File: config.mk
export PLATFORM = sky130hd
export DESIGN_NAME = sw_stopwatch_counter_flat
export DESIGN_NICKNAME = d
export VERILOG_FILES = /design/src/rtl/sw_stopwatch_counter_if.sv /design/src/rtl/sw_stopwatch_counter.sv /design/src/flat_wrapper.sv
export SDC_FILE = /design/constraint.sdc
export NUM_CORES = 1
export LEC_CHECK = 0
export BUFFER_PORTS_ARGS = -buffer_cell sky130_fd_sc_hd__buf_2
export CORE_ASPECT_RATIO = 1.75
export CORE_MARGIN = 4
export CORE_UTILIZATION = 30
export CTS_CLUSTER_DIAMETER = 200
export DETAILED_ROUTE_END_ITERATION = 7
export RECOVER_POWER = 50
export SLEW_MARGIN = 5
export SYNTH_ARGS = -nofsm -noshare
export SYNTH_HDL_FRONTEND = slang
export SYNTH_SLANG_ARGS = --single-unit
File: constraint.sdc
create_clock -name CLK -period 2.18 [get_ports CLK]
set_input_delay 0.218 -clock CLK [delete_from_list [all_inputs] [get_ports CLK]]
set_output_delay 0.218 -clock CLK [all_outputs]
set_load 0.05 [all_outputs]
File: src/rtl/sw_stopwatch_counter_if.sv
// Mode/lap inputs and BCD display outputs shared between the stopwatch
// timing core and whoever drives and reads it.
interface sw_stopwatch_counter_if;
    logic [1:0] SW_S_MODE;
    logic       SW_L;
    logic [3:0] CS_ONES;
    logic [3:0] CS_TENS;
    logic [3:0] SEC_ONES;
    logic [3:0] SEC_TENS;
    logic [3:0] MIN_ONES;
    logic [3:0] MIN_TENS;
    logic       RUNNING;
    logic       LAP_HOLD;
    logic       OVERFLOW;

    modport master (
        output SW_S_MODE, SW_L,
        input  CS_ONES, CS_TENS, SEC_ONES, SEC_TENS, MIN_ONES, MIN_TENS,
        input  RUNNING, LAP_HOLD, OVERFLOW
    );

    modport slave (
        input  SW_S_MODE, SW_L,
        output CS_ONES, CS_TENS, SEC_ONES, SEC_TENS, MIN_ONES, MIN_TENS,
        output RUNNING, LAP_HOLD, OVERFLOW
    );
endinterface

File: src/rtl/sw_stopwatch_counter.sv
// Stopwatch timing core: prescaled centisecond tick, BCD MM:SS.cc carry chain,
// lap freeze latch and sticky wrap flag.
module sw_stopwatch_counter #(
    parameter int CLK_PER_TICK = 10,
    parameter int PRE_W        = 4
) (
    input  logic                  CLK,
    input  logic                  RESET,
    sw_stopwatch_counter_if.slave sw
);

    // Digit index 0 is CS_ONES, index 5 is MIN_TENS.
    localparam logic [PRE_W-1:0] PRE_LAST  = PRE_W'(CLK_PER_TICK - 1);
    localparam logic [5:0][3:0]  DIGIT_MAX = {4'd5, 4'd9, 4'd5, 4'd9, 4'd9, 4'd9};

    logic [PRE_W-1:0] pre_r;
    logic [PRE_W-1:0] pre_next_s;
    logic [5:0][3:0]  live_r;
    logic [5:0][3:0]  live_next_s;
    logic [5:0][3:0]  lap_r;
    logic [5:0][3:0]  disp_s;
    logic [6:0]       carry_s;
    logic             lap_hold_r;
    logic             overflow_r;
    logic             running_r;
    logic             sw_l_prev_r;
    logic             run_mode_s;
    logic             stop_mode_s;
    logic             clear_mode_s;
    logic             tick_s;
    logic             wrap_s;
    logic             lap_edge_s;

    // One BCD digit stage: returns {carry_out, next_digit}. Anything at or
    // above the digit maximum rolls to zero, so no out-of-range value survives.
    function automatic logic [4:0] bcd_step(input logic [3:0] d,
                                            input logic [3:0] max_d,
                                            input logic       cin);
        logic [4:0] res;
        if (!cin) begin
            res = {1'b0, d};
        end else if (d >= max_d) begin
            res = {1'b1, 4'd0};
        end else begin
            res = {1'b0, d + 4'd1};
        end
        return res;
    endfunction

    // Decode the upstream mode; 11 falls into the clear case with 00.
    always_comb begin
        run_mode_s  = 1'b0;
        stop_mode_s = 1'b0;
        case (sw.SW_S_MODE)
            2'b01: run_mode_s = 1'b1;
            2'b10: stop_mode_s = 1'b1;
            default: begin
                run_mode_s  = 1'b0;
                stop_mode_s = 1'b0;
            end
        endcase
    end

    assign clear_mode_s = ~run_mode_s & ~stop_mode_s;
    assign lap_edge_s   = sw.SW_L & ~sw_l_prev_r & ~clear_mode_s;

    // Prescaler advance and centisecond tick generation.
    always_comb begin
        tick_s     = 1'b0;
        pre_next_s = pre_r;
        if (run_mode_s) begin
            if (pre_r >= PRE_LAST) begin
                tick_s     = 1'b1;
                pre_next_s = {PRE_W{1'b0}};
            end else begin
                pre_next_s = pre_r + PRE_W'(1);
            end
        end else begin
            tick_s     = 1'b0;
            pre_next_s = pre_r;
        end
    end

    // Ripple the tick through all six digits in one cycle.
    always_comb begin
        carry_s     = 7'd0;
        live_next_s = live_r;
        carry_s[0]  = tick_s;
        {carry_s[1], live_next_s[0]} = bcd_step(live_r[0], DIGIT_MAX[0], carry_s[0]);
        {carry_s[2], live_next_s[1]} = bcd_step(live_r[1], DIGIT_MAX[1], carry_s[1]);
        {carry_s[3], live_next_s[2]} = bcd_step(live_r[2], DIGIT_MAX[2], carry_s[2]);
        {carry_s[4], live_next_s[3]} = bcd_step(live_r[3], DIGIT_MAX[3], carry_s[3]);
        {carry_s[5], live_next_s[4]} = bcd_step(live_r[4], DIGIT_MAX[4], carry_s[4]);
        {carry_s[6], live_next_s[5]} = bcd_step(live_r[5], DIGIT_MAX[5], carry_s[5]);
    end

    assign wrap_s = carry_s[6];

    // Timing state, lap latch and status flags.
    always_ff @(posedge CLK) begin
        if (RESET) begin
            pre_r       <= {PRE_W{1'b0}};
            live_r      <= 24'd0;
            lap_r       <= 24'd0;
            lap_hold_r  <= 1'b0;
            overflow_r  <= 1'b0;
            running_r   <= 1'b0;
            sw_l_prev_r <= 1'b0;
        end else begin
            sw_l_prev_r <= sw.SW_L;
            running_r   <= run_mode_s;
            if (clear_mode_s) begin
                pre_r      <= {PRE_W{1'b0}};
                live_r     <= 24'd0;
                lap_r      <= 24'd0;
                lap_hold_r <= 1'b0;
                overflow_r <= 1'b0;
            end else begin
                if (run_mode_s) begin
                    pre_r  <= pre_next_s;
                    live_r <= live_next_s;
                    if (wrap_s) begin
                        overflow_r <= 1'b1;
                    end
                end
                // The latch takes the pre-tick value so a lap on a tick cycle
                // shows the time the button was seen, not one centisecond later.
                if (lap_edge_s) begin
                    if (!lap_hold_r) begin
                        lap_r      <= live_r;
                        lap_hold_r <= 1'b1;
                    end else begin
                        lap_hold_r <= 1'b0;
                    end
                end
            end
        end
    end

    assign disp_s = lap_hold_r ? lap_r : live_r;

    assign sw.CS_ONES  = disp_s[0];
    assign sw.CS_TENS  = disp_s[1];
    assign sw.SEC_ONES = disp_s[2];
    assign sw.SEC_TENS = disp_s[3];
    assign sw.MIN_ONES = disp_s[4];
    assign sw.MIN_TENS = disp_s[5];
    assign sw.RUNNING  = running_r;
    assign sw.LAP_HOLD = lap_hold_r;
    assign sw.OVERFLOW = overflow_r;

endmodule

File: src/flat_wrapper.sv
// flat-port wrapper written by rule: the top's interface ports become plain ports
module sw_stopwatch_counter_flat 
#(
    parameter int CLK_PER_TICK = 10,
    parameter int PRE_W        = 4
)
  (CLK, RESET, sw_SW_S_MODE, sw_SW_L, sw_CS_ONES, sw_CS_TENS, sw_SEC_ONES, sw_SEC_TENS, sw_MIN_ONES, sw_MIN_TENS, sw_RUNNING, sw_LAP_HOLD, sw_OVERFLOW);
  sw_stopwatch_counter_if sw_i ();
  input  logic CLK;
  input  logic RESET;
  input wire logic [$bits(sw_i.SW_S_MODE)-1:0] sw_SW_S_MODE;
  input wire logic [$bits(sw_i.SW_L)-1:0] sw_SW_L;
  output wire logic [$bits(sw_i.CS_ONES)-1:0] sw_CS_ONES;
  output wire logic [$bits(sw_i.CS_TENS)-1:0] sw_CS_TENS;
  output wire logic [$bits(sw_i.SEC_ONES)-1:0] sw_SEC_ONES;
  output wire logic [$bits(sw_i.SEC_TENS)-1:0] sw_SEC_TENS;
  output wire logic [$bits(sw_i.MIN_ONES)-1:0] sw_MIN_ONES;
  output wire logic [$bits(sw_i.MIN_TENS)-1:0] sw_MIN_TENS;
  output wire logic [$bits(sw_i.RUNNING)-1:0] sw_RUNNING;
  output wire logic [$bits(sw_i.LAP_HOLD)-1:0] sw_LAP_HOLD;
  output wire logic [$bits(sw_i.OVERFLOW)-1:0] sw_OVERFLOW;
  assign sw_i.SW_S_MODE = sw_SW_S_MODE;
  assign sw_i.SW_L = sw_SW_L;
  assign sw_CS_ONES = sw_i.CS_ONES;
  assign sw_CS_TENS = sw_i.CS_TENS;
  assign sw_SEC_ONES = sw_i.SEC_ONES;
  assign sw_SEC_TENS = sw_i.SEC_TENS;
  assign sw_MIN_ONES = sw_i.MIN_ONES;
  assign sw_MIN_TENS = sw_i.MIN_TENS;
  assign sw_RUNNING = sw_i.RUNNING;
  assign sw_LAP_HOLD = sw_i.LAP_HOLD;
  assign sw_OVERFLOW = sw_i.OVERFLOW;
  sw_stopwatch_counter #(.CLK_PER_TICK(CLK_PER_TICK), .PRE_W(PRE_W)) u_core (.CLK(CLK), .RESET(RESET), .sw(sw_i));
endmodule
==> results of run 1 <==
==> what timing repair did <==
action | CTS | global route
resized for setup | 1 | 9
pin swaps | 1 | 10
setup buffers | 0 | 2
endpoints found under the setup margin | 4 | 13
==> cell families (layout without fill, tap and decap cells) <==
group                    Yosys count  after routing
buffers and inverters             34             80
adder cells (fa/ha/maj)           22             22
XOR/XNOR                           5              5
AO/OA/AOI/OAI                     49             49
multiplexers                      37             37
AND/OR/NAND/NOR                  118            118
flip-flops                        56             56
==> worst register-to-register path: stages, from the launching register on <==
cell	delay [ns]
dfxtp_2	0.36
inv_2	0.04
ha_2	0.16
nor3b_4	0.15
or4_4	0.56
or4_4	0.58
o21ai_2	0.16
a21oi_2	0.06
==> sequential cells by signal, indices dropped and copies added (netlist names) <==
signal,count
u_core.lap_r,24
u_core.live_r,24
u_core.pre_r,4
u_core.sw.LAP_HOLD,1
u_core.sw.OVERFLOW,1
u_core.sw.RUNNING,1
u_core.sw_l_prev_r,1
==> power by group through the flow <==
| stage | Sequential [mW] | Combinational [mW] | Clock, mW |
|---|---|---|---|
| after floorplan | 1.06 | 0.0777 | 0 |
| after global placement | 1.05 | 0.119 | 0 |
| after detailed placement | 1.05 | 0.119 | 0 |
| after CTS | 1.03 | 0.120 | 0.843 |
| after global routing | 1.03 | 0.134 | 0.879 |
| final | 1.03 | 0.123 | 0.817 |
==> Yosys cell counts, types with 2 or more instances <==
cell type and number:
xor2_1 2, nor2b_1 4, a21oi_1 18, or2_2 2
a41oi_1 3, nand4_1 3, nand2_1 27, buf_6 2
or3b_2 2, inv_1 18, nor3b_1 2, clkbuf_1 12
nand3_1 11, nand2b_1 4, and3_1 2, buf_1 2
xnor2_1 3, mux2_2 10, nor2_1 45, mux2i_1 27
dfxtp_1 56, or4_4 2, ha_1 22, nand4b_1 2
o21ai_0 20, nor3_1 6
==> how the worst max path moves through the flow <==
stage / cells past startpoint / to / slack [ns]
6_report: 7 / u_core.live_r[22]$_SDFFE_PP0P_ / -0.03
5_1_grt: 7 / u_core.live_r[22]$_SDFFE_PP0P_ / -0.09
4_1_cts: 7 / u_core.live_r[22]$_SDFFE_PP0P_ / 0.01
3_5_place_dp: 8 / u_core.live_r[22]$_SDFFE_PP0P_ / -0.04
3_3_place_gp: 7 / u_core.live_r[22]$_SDFFE_PP0P_ / 0.02
2_1_floorplan: 5 / u_core.lap_r[16]$_SDFFE_PP0P_ / -0.31
==> routing by layer <==
layer | GRT usage | up-vias | part of all wire
met5 | 0 | - | 0
met4 | 0.06955 | 0 | 0.030
met3 | 0.02174 | 11 | 0.035
met2 | 0.2051 | 42 | 0.51
met1 | 0.1321 | 1078 | 0.43
li1 | - | 1180 | -
==> cell type report <==
class,instances,share of cell area
sequential,56,0.3256
clock inverter,1,0.002175
multi-input combinational,231,0.4761
tap,120,0.04351
inverter,18,0.01958
timing repair buffer,54,0.09173
clock buffer,7,0.04133
==> results.md, run 1 <==
* Max cap viols at 0
* Crit path kind: flip-flop to flip-flop
* H-tree level count at 2
* #FFs+latches synth at 56
* Vias per cell at 4.745
* Die width at a little over 80 um
* PD cells at between 500 and 600 mW/mm^2
* Via Count at between 2000 and 2500
* Fill cells at 920
* Hold slack at ~0.12 ns
* Final Hold Viols at 0
* Synth top area share at 0.3954
* Die area at between 0.01 and 0.015 mm^2
* Most common cell on crit path: or4_4
* Synth Area in Compound Gates at 0.09974
* Flop pwr share at 0.522
* Area after DPL at around 0.0033 mm^2
* RR Startpoint: u_core.pre_r[1]$_SDFFE_PP0P_
* Simple-Gate Fraction of Synth Area at 0.2070
* Gp weighted congestion at ~0.81
* Least-Margin Pin Slew at between 0.8 and 0.9 ns
* Critical path peak fanout at 5
* Status: complete, but fails checks
* Pwr Total at 1.968 mW
* Max incr delay on CP at between 0.5 and 0.6 ns
* Fmax at roughly 0.45 GHz
* Worst reg2reg path depth at 7
* CP startpoint: u_core.pre_r[1]$_SDFFE_PP0P_
* Top Ports at 32
* Die H at approximately 140 um
* Xor and xnor area share after synthesis at 0.01545
* Commonest non-fill, non-tap cell in the layout: dfxtp_1
* Remaining DRCs at 0
* Finished Core Util at 0.3771
* # rows at between 40 and 50
* R2R Path End: u_core.live_r[22]$_SDFFE_PP0P_
* Post-synth top area cell: dfxtp_1
* Final ANT Viol Nets at 0
* Syn Std Cell Area at around 0.0028 mm^2
* Final instance area at 0.003451 mm^2
* Leakage at 1.423 nW
* Reg area at 0.001124 mm^2
* Sw Pwr at approximately 440 uW
* Post-detailed-route wirelength per cell at 12.40 um
* Maximum VDD drop at about 0.32 mV
* Final min period at 2.210 ns
* Mux contribution to synthesized area at 0.1350
* Routed WL at ~6000 um
* Adder-Cell Fraction of Synth Area at 0.09709
* Clk Latency, worst-skew pair at between 0.2 and 0.3 ns
* Synth unique cells at 40
* Setup WS pre-CTS at -0.03806 ns
* Prevailing post-synth register cell: dfxtp_1
* Port bufs at 31
* Int Pwr at approximately 1.5 mW
* Max-slew violation count at 0
* Share of cells above drive strength 1 at 0.2507
* Slack of the worst reg-to-reg path at -0.03 ns
* Final period utilization at 1.014
* Hold_buf cts at 0
* Total grt overflow at 0
* Comb power frac at 0.063
* Ys async rst share at 0
* Syn Area/Cell at between 8 and 9 um^2
* Buf+Inv Stages, Crit Path at 1
* TNS Setup at -0.02970 ns
* Vias in the first global route at 2375
* Main combinational cell family by area after synthesis: simple AND/OR/NAND/NOR gates
* Clock transition at path regs at 0.07 ns
* Total track usage at 0.1187
* Hold Path Depth at 2
* HP Class: primary input to flip-flop
* Worst setup EP type: flip-flop
* RSZ-0062 raised after global routing: true
* TritonRoute pass-1 iters at 4
* Crit-path slowest cell: or4_4
* CTS tree: done
* Root Driver: clkbuf_16
* Syn Nets at around 350
* Core area at 0.009151 mm^2
* Violated checks: negative setup slack
* Final worst slack at -0.02970 ns
* CP Cell Sequence: inv_2 > ha_2 > nor3b_4 > or4_4 > or4_4 > o21ai_2 > a21oi_2
* Initial drt markers at 113
* Post-detail-place hpwl at between 4000 and 5000 um
* Cell Count, Final, Fillers Out at roughly 500
* Mapped Cells at around 320
* Multi-input gate area at 0.001643 mm^2
* Largest net degree at the start of global routing at 32
* First-pass GRT wire length at ~10000 um
* Sequential area share after synthesis at 0.3954
* Slew margin rel. at 0.4301
* Clock Path Buffers at 2
* Most frequent cells in the layout: dfxtp_1, nor2_1, nand2_1, mux2i_1, buf_2
* Startpoint types: flip-flop
* Top cells by area, synth: dfxtp_1, ha_1, mux2i_1, nor2_1, mux2_2
* Cell total after placement at roughly 480
* Initial core utilization at 0.3098
* Sw Ratio at 0.2230
* Worst Path Arrival at 2.36 ns
* Clk pwr share at 0.415
* HP Start: RESET
* Initial antenna violation count at 0
* Clock Skew at ~0.0088 ns
* TritonCTS buffer count at 5
* Ant. Diodes at 0
* Hold endpoint: u_core.sw_l_prev_r$_SDFF_PP0_
* Endpoints failing setup at 1
* Area Growth Syn to Fin at 21.71%
* Layout Nets at 393
* CP required at around 2.3 ns
* Yosys warns at 0
* EDFF count, synth at 0
* CP top delay family: simple AND/OR/NAND/NOR gates
* Count of clock tree sinks at 56
Note: power is estimated with default switching activity, not from simulation.
==> inputs of run 2 (changes only) <==
--- a/config.mk
+++ b/config.mk
@@ -13,4 +13,5 @@
 export DETAILED_ROUTE_END_ITERATION = 7
 export RECOVER_POWER = 50
+export SETUP_SLACK_MARGIN = 0.2
 export SLEW_MARGIN = 5
 export SYNTH_ARGS = -nofsm -noshare
==> constraint.sdc (replaced) <==
create_clock -name CLK -period 2.18 [get_ports CLK]
set_input_delay 0.436 -clock CLK [delete_from_list [all_inputs] [get_ports CLK]]
set_output_delay 0.436 -clock CLK [all_outputs]
set_load 0.05 [all_outputs]
==> run 2 against run 1 <==
Net effect: the flow now finishes without violations; first-iteration DRC count decreased by 5.3%; critical endpoint unchanged; design area increased by 6.6%; register-to-register slack improved by 0.14 ns; largest cell class unchanged; worst setup slack improved by 0.13 ns; final cell count increased by 1.8%; via count increased by 1.2%; clock skew decreased by 0.0041 ns; clock power about the same.
==> results.md, run 2 (synthesis results as in run 1) <==
* H-tree level count at 2 (unchanged)
* Maximum VDD drop at 0.2915 mV (-10%)
* Final ANT Viol Nets at 0 (unchanged)
* CP Cell Sequence: clkbuf_1 > inv_12 > ha_1 > nand2_4 > or4_4 > or4_4 > o21ai_2 > a21oi_1
* # rows at 46 (unchanged)
* RSZ-0062 raised after global routing: true
* Area after DPL at 0.003349 mm^2 (+3.0%)
* Post-detail-place hpwl at 4785 um (+6.6%)
* Worst reg2reg path depth at 7 (unchanged)
* Fmax at 0.4814 GHz (+6.4%)
* Remaining DRCs at 0 (unchanged)
* Share of cells above drive strength 1 at 0.3191 (+0.06847)
* Area Growth Syn to Fin at 29.79%
* Worst setup EP type: flip-flop
* Final instance area at 0.003680 mm^2 (+6.6%)
* Least-Margin Pin Slew at 0.8337 ns (-0.02110 ns)
* Crit path kind: primary input to flip-flop
* Count of clock tree sinks at 56 (unchanged)
* Initial core utilization at 0.3098 (unchanged)
* Final worst slack at 0.1026 ns (+0.1323 ns)
* Top Ports at 32 (unchanged)
* Die area at 0.01113 mm^2 (unchanged)
* Final Hold Viols at 0 (unchanged)
* Root Driver: clkbuf_16
* Via Count at 2339 (+1.2%)
* Sw Ratio at 0.2272 (+0.004263)
* Final min period at 2.077 ns (-0.1323 ns)
* CP required at 2.36 ns (+0.03 ns)
* TritonCTS buffer count at 5 (unchanged)
* First-pass GRT wire length at 10590 um (+1.5%)
* Sw Pwr at 452.8 uW (+3.2%)
* RR Startpoint: u_core.pre_r[1]$_SDFFE_PP0P_
* Clock transition at path regs at 0.07 ns (about the same)
* Gp weighted congestion at 0.8134 (+0.15%)
* Total track usage at 0.1227 (+0.003984)
* Int Pwr at 1.540 mW (+0.69%)
* Port bufs at 31 (unchanged)
* Critical path peak fanout at 5 (unchanged)
* Comb power frac at 0.071 (+0.008)
* Routed WL at 6570 um (+8.8%)
* Die width at 81.49 um (unchanged)
* Vias in the first global route at 2349 (-1.1%)
* Clock Path Buffers at 2 (unchanged)
* Flop pwr share at 0.517 (-0.005)
* Worst Path Arrival at 2.25 ns (-0.11 ns)
* Post-detailed-route wirelength per cell at 13.25 um (+6.8%)
* Most common cell on crit path: or4_4
* Status: completed
* Leakage at 1.488 nW (+4.5%)
* Endpoints failing setup at 0 (-1)
* Max incr delay on CP at 0.57 ns (about the same)
* Initial antenna violation count at 0 (unchanged)
* CTS tree: done
* Final period utilization at 0.9530 (-0.06067)
* Hold Path Depth at 2 (unchanged)
* Buf+Inv Stages, Crit Path at 2 (+1)
* Commonest non-fill, non-tap cell in the layout: dfxtp_1
* R2R Path End: u_core.live_r[22]$_SDFFE_PP0P_
* Regs by FF count: u_core.lap_r (24), u_core.live_r (24), u_core.pre_r (4)
* Die H at 136.6 um (unchanged)
* Startpoint types: primary input
* Clk pwr share at 0.412 (-0.003)
* Vias per cell at 4.716 (-0.62%)
* Finished Core Util at 0.4021 (+0.02502)
* Setup WS pre-CTS at -0.1380 ns (-0.09991 ns)
* Layout Nets at 402 (+2.3%)
* Max-slew violation count at 0 (unchanged)
* HP Start: RESET
* Max cap viols at 0 (unchanged)
* Clock Skew at 0.004737 ns (-0.004064 ns)
* Clk Latency, worst-skew pair at 0.29 ns (about the same)
* PD cells at 541.5 mW/mm^2 (-5.1%)
* Ant. Diodes at 0 (unchanged)
* TritonRoute pass-1 iters at 4 (unchanged)
* Most frequent cells in the layout: dfxtp_1, nor2_1, mux2i_1
* TNS Setup at 0 ns (+0.02970 ns)
* Total grt overflow at 0 (unchanged)
* Crit-path slowest cell: or4_4
* HP Class: primary input to flip-flop
* Slack of the worst reg-to-reg path at 0.11 ns (+0.14 ns)
* Initial drt markers at 107 (-5.3%)
* Slew margin rel. at 0.4442 (+0.01407)
* Core area at 0.009151 mm^2 (unchanged)
* CP top delay family: simple AND/OR/NAND/NOR gates
* Largest net degree at the start of global routing at 32 (unchanged)
* Hold endpoint: u_core.sw.RUNNING$_SDFF_PP0_
run 2: cell count changes in the layout (fill, tap and decap cells not counted), moves of 3 or more:
cell and delta:
buf_6 +3, o21ai_2 +5, buf_2 -5, clkbuf_1 +5
dfxtp_1 -5, nand3_2 +3, nand3_1 -3, o21ai_0 -6
a21oi_1 -3, inv_2 +3, inv_1 -4, dfxtp_2 +3
a21oi_2 +3
run 2: how the worst max path moves through the flow:
stage / cells after the start / start / slack [ns] / end
3_3_place_gp: 9 / sw_SW_S_MODE[1] / -0.11 / u_core.live_r[19]$_SDFFE_PP0P_
5_1_grt: 6 / sw_SW_S_MODE[1] / 0.03 / u_core.live_r[3]$_SDFFE_PP0P_
2_1_floorplan: 9 / sw_SW_S_MODE[1] / -0.11 / u_core.live_r[22]$_SDFFE_PP0P_
6_report: 8 / sw_SW_S_MODE[1] / 0.10 / u_core.live_r[22]$_SDFFE_PP0P_
3_5_place_dp: 9 / sw_SW_S_MODE[1] / -0.14 / u_core.live_r[19]$_SDFFE_PP0P_
4_1_cts: 7 / u_core.pre_r[1]$_SDFFE_PP0P_ / 0.11 / u_core.live_r[22]$_SDFFE_PP0P_
run 2: final cells by class:
class | instances | area [um^2]
fill | 917 | 5472
multi-input combinational | 231 | 1733
sequential | 56 | 1135
timing repair buffer | 63 | 431.7
tap | 120 | 150.1
clock buffer | 7 | 142.6
inverter | 18 | 80.08
clock inverter | 1 | 7.507
run 2: repair_timing:
item | in CTS | in global routing
gates resized for setup | 21 | 19
gates cloned | 0 | 1
setup endpoints to repair | 24 | 25
setup buffers | 3 | 3
hold buffers | 0 | 0
hold endpoints to repair | 0 | 0
pin swaps | 7 | 7
run 2: power by group through the flow:
| stage | logic, mW | registers (mW) | clock network (mW) |
|---|---|---|---|
| final | 0.142 | 1.03 | 0.820 |
| after detailed placement | 0.128 | 1.06 | 0 |
| after CTS | 0.136 | 1.03 | 0.850 |
| after floorplan | 0.0821 | 1.06 | 0 |
| after global routing | 0.155 | 1.03 | 0.870 |
| after global placement | 0.127 | 1.06 | 0 |
run 2: worst register-to-register path, stage by stage (launching register included):
cell	delay (ns)
dfxtp_2	0.34
inv_2	0.06
ha_4	0.15
nor3b_4	0.14
or4_4	0.52
or4_4	0.55
o21ai_2	0.14
a21oi_1	0.07
run 2: layer usage:
metal  GRT usage  vias up  routed length [um]  share of wire
met2      0.2396       24                3867           0.59
met3     0.01976        9                 144          0.022
li1            -     1204                   -              -
met4     0.05827        0                 135          0.021
met5           0        -                   0              0
met1      0.1193     1102                2423           0.37
run 2: stage by stage:
| step | hold WS [ns] | std cells | total power [mW] |
|---|---|---|---|
| 4_1_cts | 0.3366 | 492 | 2.017 |
| 5_1_grt | 0.3455 | 496 | 2.056 |
| 6_report | 0.3374 | 496 | 1.993 |
| 2_1_floorplan | 0.4544 | 321 | 1.142 |
| 3_5_place_dp | 0.4801 | 481 | 1.184 |
| 3_3_place_gp | 0.4665 | 481 | 1.183 |
==> inputs of run 3 (changes only) <==
Settings changed: CTS_CLUSTER_SIZE from default to 10, RECOVER_POWER 50 to default.
==> run 3 against run 2 <==
Net effect: die area is the same; non-clock buffer count is the same; count of clock-buffer cells in the layout unchanged; highest routed layer unchanged; largest cell class unchanged; sequential share of layout area shrank 0.25 points; total power grew 0.22%; final cell count did not move; clock skew about the same.
==> results.md, run 3 (synthesis results as in run 1) <==
* Initial drt markers at 104 (-2.8%)
* HP Class: primary input to flip-flop
* CTS tree: done
* Status: completed
* Vias per cell at 4.720 (about the same)
* Count of clock tree sinks at 56 (unchanged)
* Least-Margin Pin Slew at 0.5761 ns (-0.2577 ns)
* Finished Core Util at 0.4054 (+0.003281)
* Worst setup EP type: flip-flop
* Leakage at 1.529 nW (+2.8%)
* Gp weighted congestion at 0.8134 (unchanged)
* Top Ports at 32 (unchanged)
* Commonest non-fill, non-tap cell in the layout: dfxtp_1
* Die H at 136.6 um (unchanged)
* Hold slack at 0.3380 ns (+0.0006020 ns)
* Final ANT Viol Nets at 0 (unchanged)
* Core area at 0.009151 mm^2 (unchanged)
* Post-detail-place hpwl at 4785 um (unchanged)
* Total grt overflow at 0 (unchanged)
* Final period utilization at 0.9469 (-0.006028)
* # rows at 46 (unchanged)
* Final Hold Viols at 0 (unchanged)
* Startpoint types: flip-flop
* Cell Count, Final, Fillers Out at 496 (unchanged)
* Initial core utilization at 0.3098 (unchanged)
* Pwr Total at 1.997 mW (+0.22%)
* Regs by FF count: u_core.lap_r (24), u_core.live_r (24), u_core.pre_r (4)
* Vias in the first global route at 2349 (unchanged)
* Port bufs at 31 (unchanged)
* Clock Path Buffers at 2 (unchanged)
* Layout Nets at 402 (unchanged)
* Clock transition at path regs at 0.07 ns (about the same)
* Root Driver: clkbuf_16
* Via Count at 2341 (+0.086%)
* Fill cells at 913 (-0.44%)
* Max cap viols at 0 (unchanged)
* Share of cells above drive strength 1 at 0.3511 (+0.03191)
* Max incr delay on CP at 0.52 ns (-0.05 ns)
* Hold_buf cts at 0 (unchanged)
* Fmax at 0.4844 GHz (+0.64%)
* Remaining DRCs at 0 (unchanged)
* Ant. Diodes at 0 (unchanged)
* Slew margin rel. at 0.6127 (+0.1685)
* Maximum VDD drop at 0.2902 mV (-0.43%)
* Die width at 81.49 um (unchanged)
* First-pass GRT wire length at 10590 um (unchanged)
* Final min period at 2.064 ns (-0.01314 ns)
* Clk Latency, worst-skew pair at 0.29 ns (about the same)
* PD cells at 538.3 mW/mm^2 (-0.59%)
* Initial antenna violation count at 0 (unchanged)
* Crit path kind: flip-flop to flip-flop
* CP required at 2.41 ns (+0.05 ns)
* Routed WL at 6557 um (-0.20%)
* Slack of the worst reg-to-reg path at 0.12 ns (about the same)
* Post-detailed-route wirelength per cell at 13.22 um (-0.20%)
* Clock Skew at 0.004496 ns (-0.0002409 ns)
* Total track usage at 0.1227 (unchanged)
* Critical path peak fanout at 4 (-1)
* Endpoints failing setup at 0 (unchanged)
* H-tree level count at 2 (unchanged)
* TritonCTS buffer count at 5 (unchanged)
* CP Cell Sequence: inv_2 > ha_4 > nor3b_4 > or4_4 > buf_6 > nor4_2 > buf_4 > nand3_2 > a21oi_2
* Crit-path slowest cell: or4_4
* Cell total after placement at 481 (unchanged)
* RSZ-0062 raised after global routing: true
* Most frequent cells in the layout: dfxtp_1, nor2_1, buf_2
* Area Growth Syn to Fin at 30.85%
* TritonRoute pass-1 iters at 4 (unchanged)
* Worst Path Arrival at 2.30 ns (+0.05 ns)
* Largest net degree at the start of global routing at 32 (unchanged)
* Die area at 0.01113 mm^2 (unchanged)
* Max-slew violation count at 0 (unchanged)
[run 3: cell types whose count changed in the layout (fill, tap and decap cells not counted)]
| cell | previous run | this run |
|---|---|---|
| buf_2 | 22 | 31 |
| or2_1 | 1 | 0 |
| or2_2 | 1 | 2 |
| clkbuf_2 | 1 | 0 |
| ha_4 | 2 | 3 |
| ha_1 | 19 | 18 |
| clkbuf_1 | 11 | 1 |
| buf_4 | 23 | 26 |
| clkbuf_4 | 1 | 0 |
[run 3: final timing paths]
path | startpoint | endpoint | cells after the start
worst min-delay path | RESET | u_core.sw.RUNNING$_SDFF_PP0_ | 2
worst max-delay path | u_core.pre_r[1]$_SDFFE_PP0P_ | u_core.live_r[23]$_SDFFE_PP0P_ | 9
worst min register to register | u_core.live_r[9]$_SDFFE_PP0P_ | u_core.live_r[9]$_SDFFE_PP0P_ | 2
worst max register to register | u_core.pre_r[1]$_SDFFE_PP0P_ | u_core.live_r[23]$_SDFFE_PP0P_ | 9
[run 3: layout make-up]
class | instances | area (um^2) | area share
Clock buffer | 7 | 142.6 | 0.03845
Multi-Input combinational cell | 231 | 1745 | 0.4705
Clock inverter | 1 | 7.507 | 0.002024
Sequential cell | 56 | 1135 | 0.3059
Inverter | 18 | 80.08 | 0.02159
Tap cell | 120 | 150.1 | 0.04047
Timing Repair Buffer | 63 | 449.2 | 0.1211
[run 3: layer usage]
metal  share of wire  global-route usage  up-vias
met5               0                   0        -
met4           0.021             0.05827        0
met3           0.021             0.01976        9
met2            0.59              0.2396       24
met1            0.37              0.1193     1106
li1                -                   -     1202
[run 3: report_power, final]
| group | total, mW | internal (mW) | leakage, nW | switching [mW] |
|---|---|---|---|---|
| Clock | 0.819 | 0.459 | 0.0701 | 0.361 |
| Sequential | 1.03 | 1.02 | 0.455 | 0.00537 |
| Combinational | 0.148 | 0.0614 | 1.00 | 0.0864 |
[run 3: worst max-delay path: cells and delay by family (launching register included)]
family                   cells  cell delay (ns)
flip-flops                   1             0.34
AO/OA/AOI/OAI                1             0.16
adder cells (fa/ha/maj)      1             0.15
AND/OR/NAND/NOR              4             0.97
buffers and inverters        3             0.39
[run 3: repair_timing]
item / 4_1_cts / 5_1_grt
hold endpoints to repair: 0 / 0
setup buffers: 3 / 3
pin swaps: 7 / 7
resized for setup: 21 / 19
endpoints found under the setup margin: 24 / 25
cloned: 0 / 1
[run 3: per-stage QoR]
| stage | area, um^2 | setup WS [ns] | TNS (ns) |
|---|---|---|---|
| after detailed placement | 3349 | -0.1380 | -0.7602 |
| final | 3710 | 0.1157 | 0 |
| after global placement | 3349 | -0.1115 | -0.5311 |
| after global routing | 3710 | 0.05008 | 0 |
| after CTS | 3601 | 0.1103 | 0 |
| after floorplan | 2900 | -0.1052 | -0.2825 |
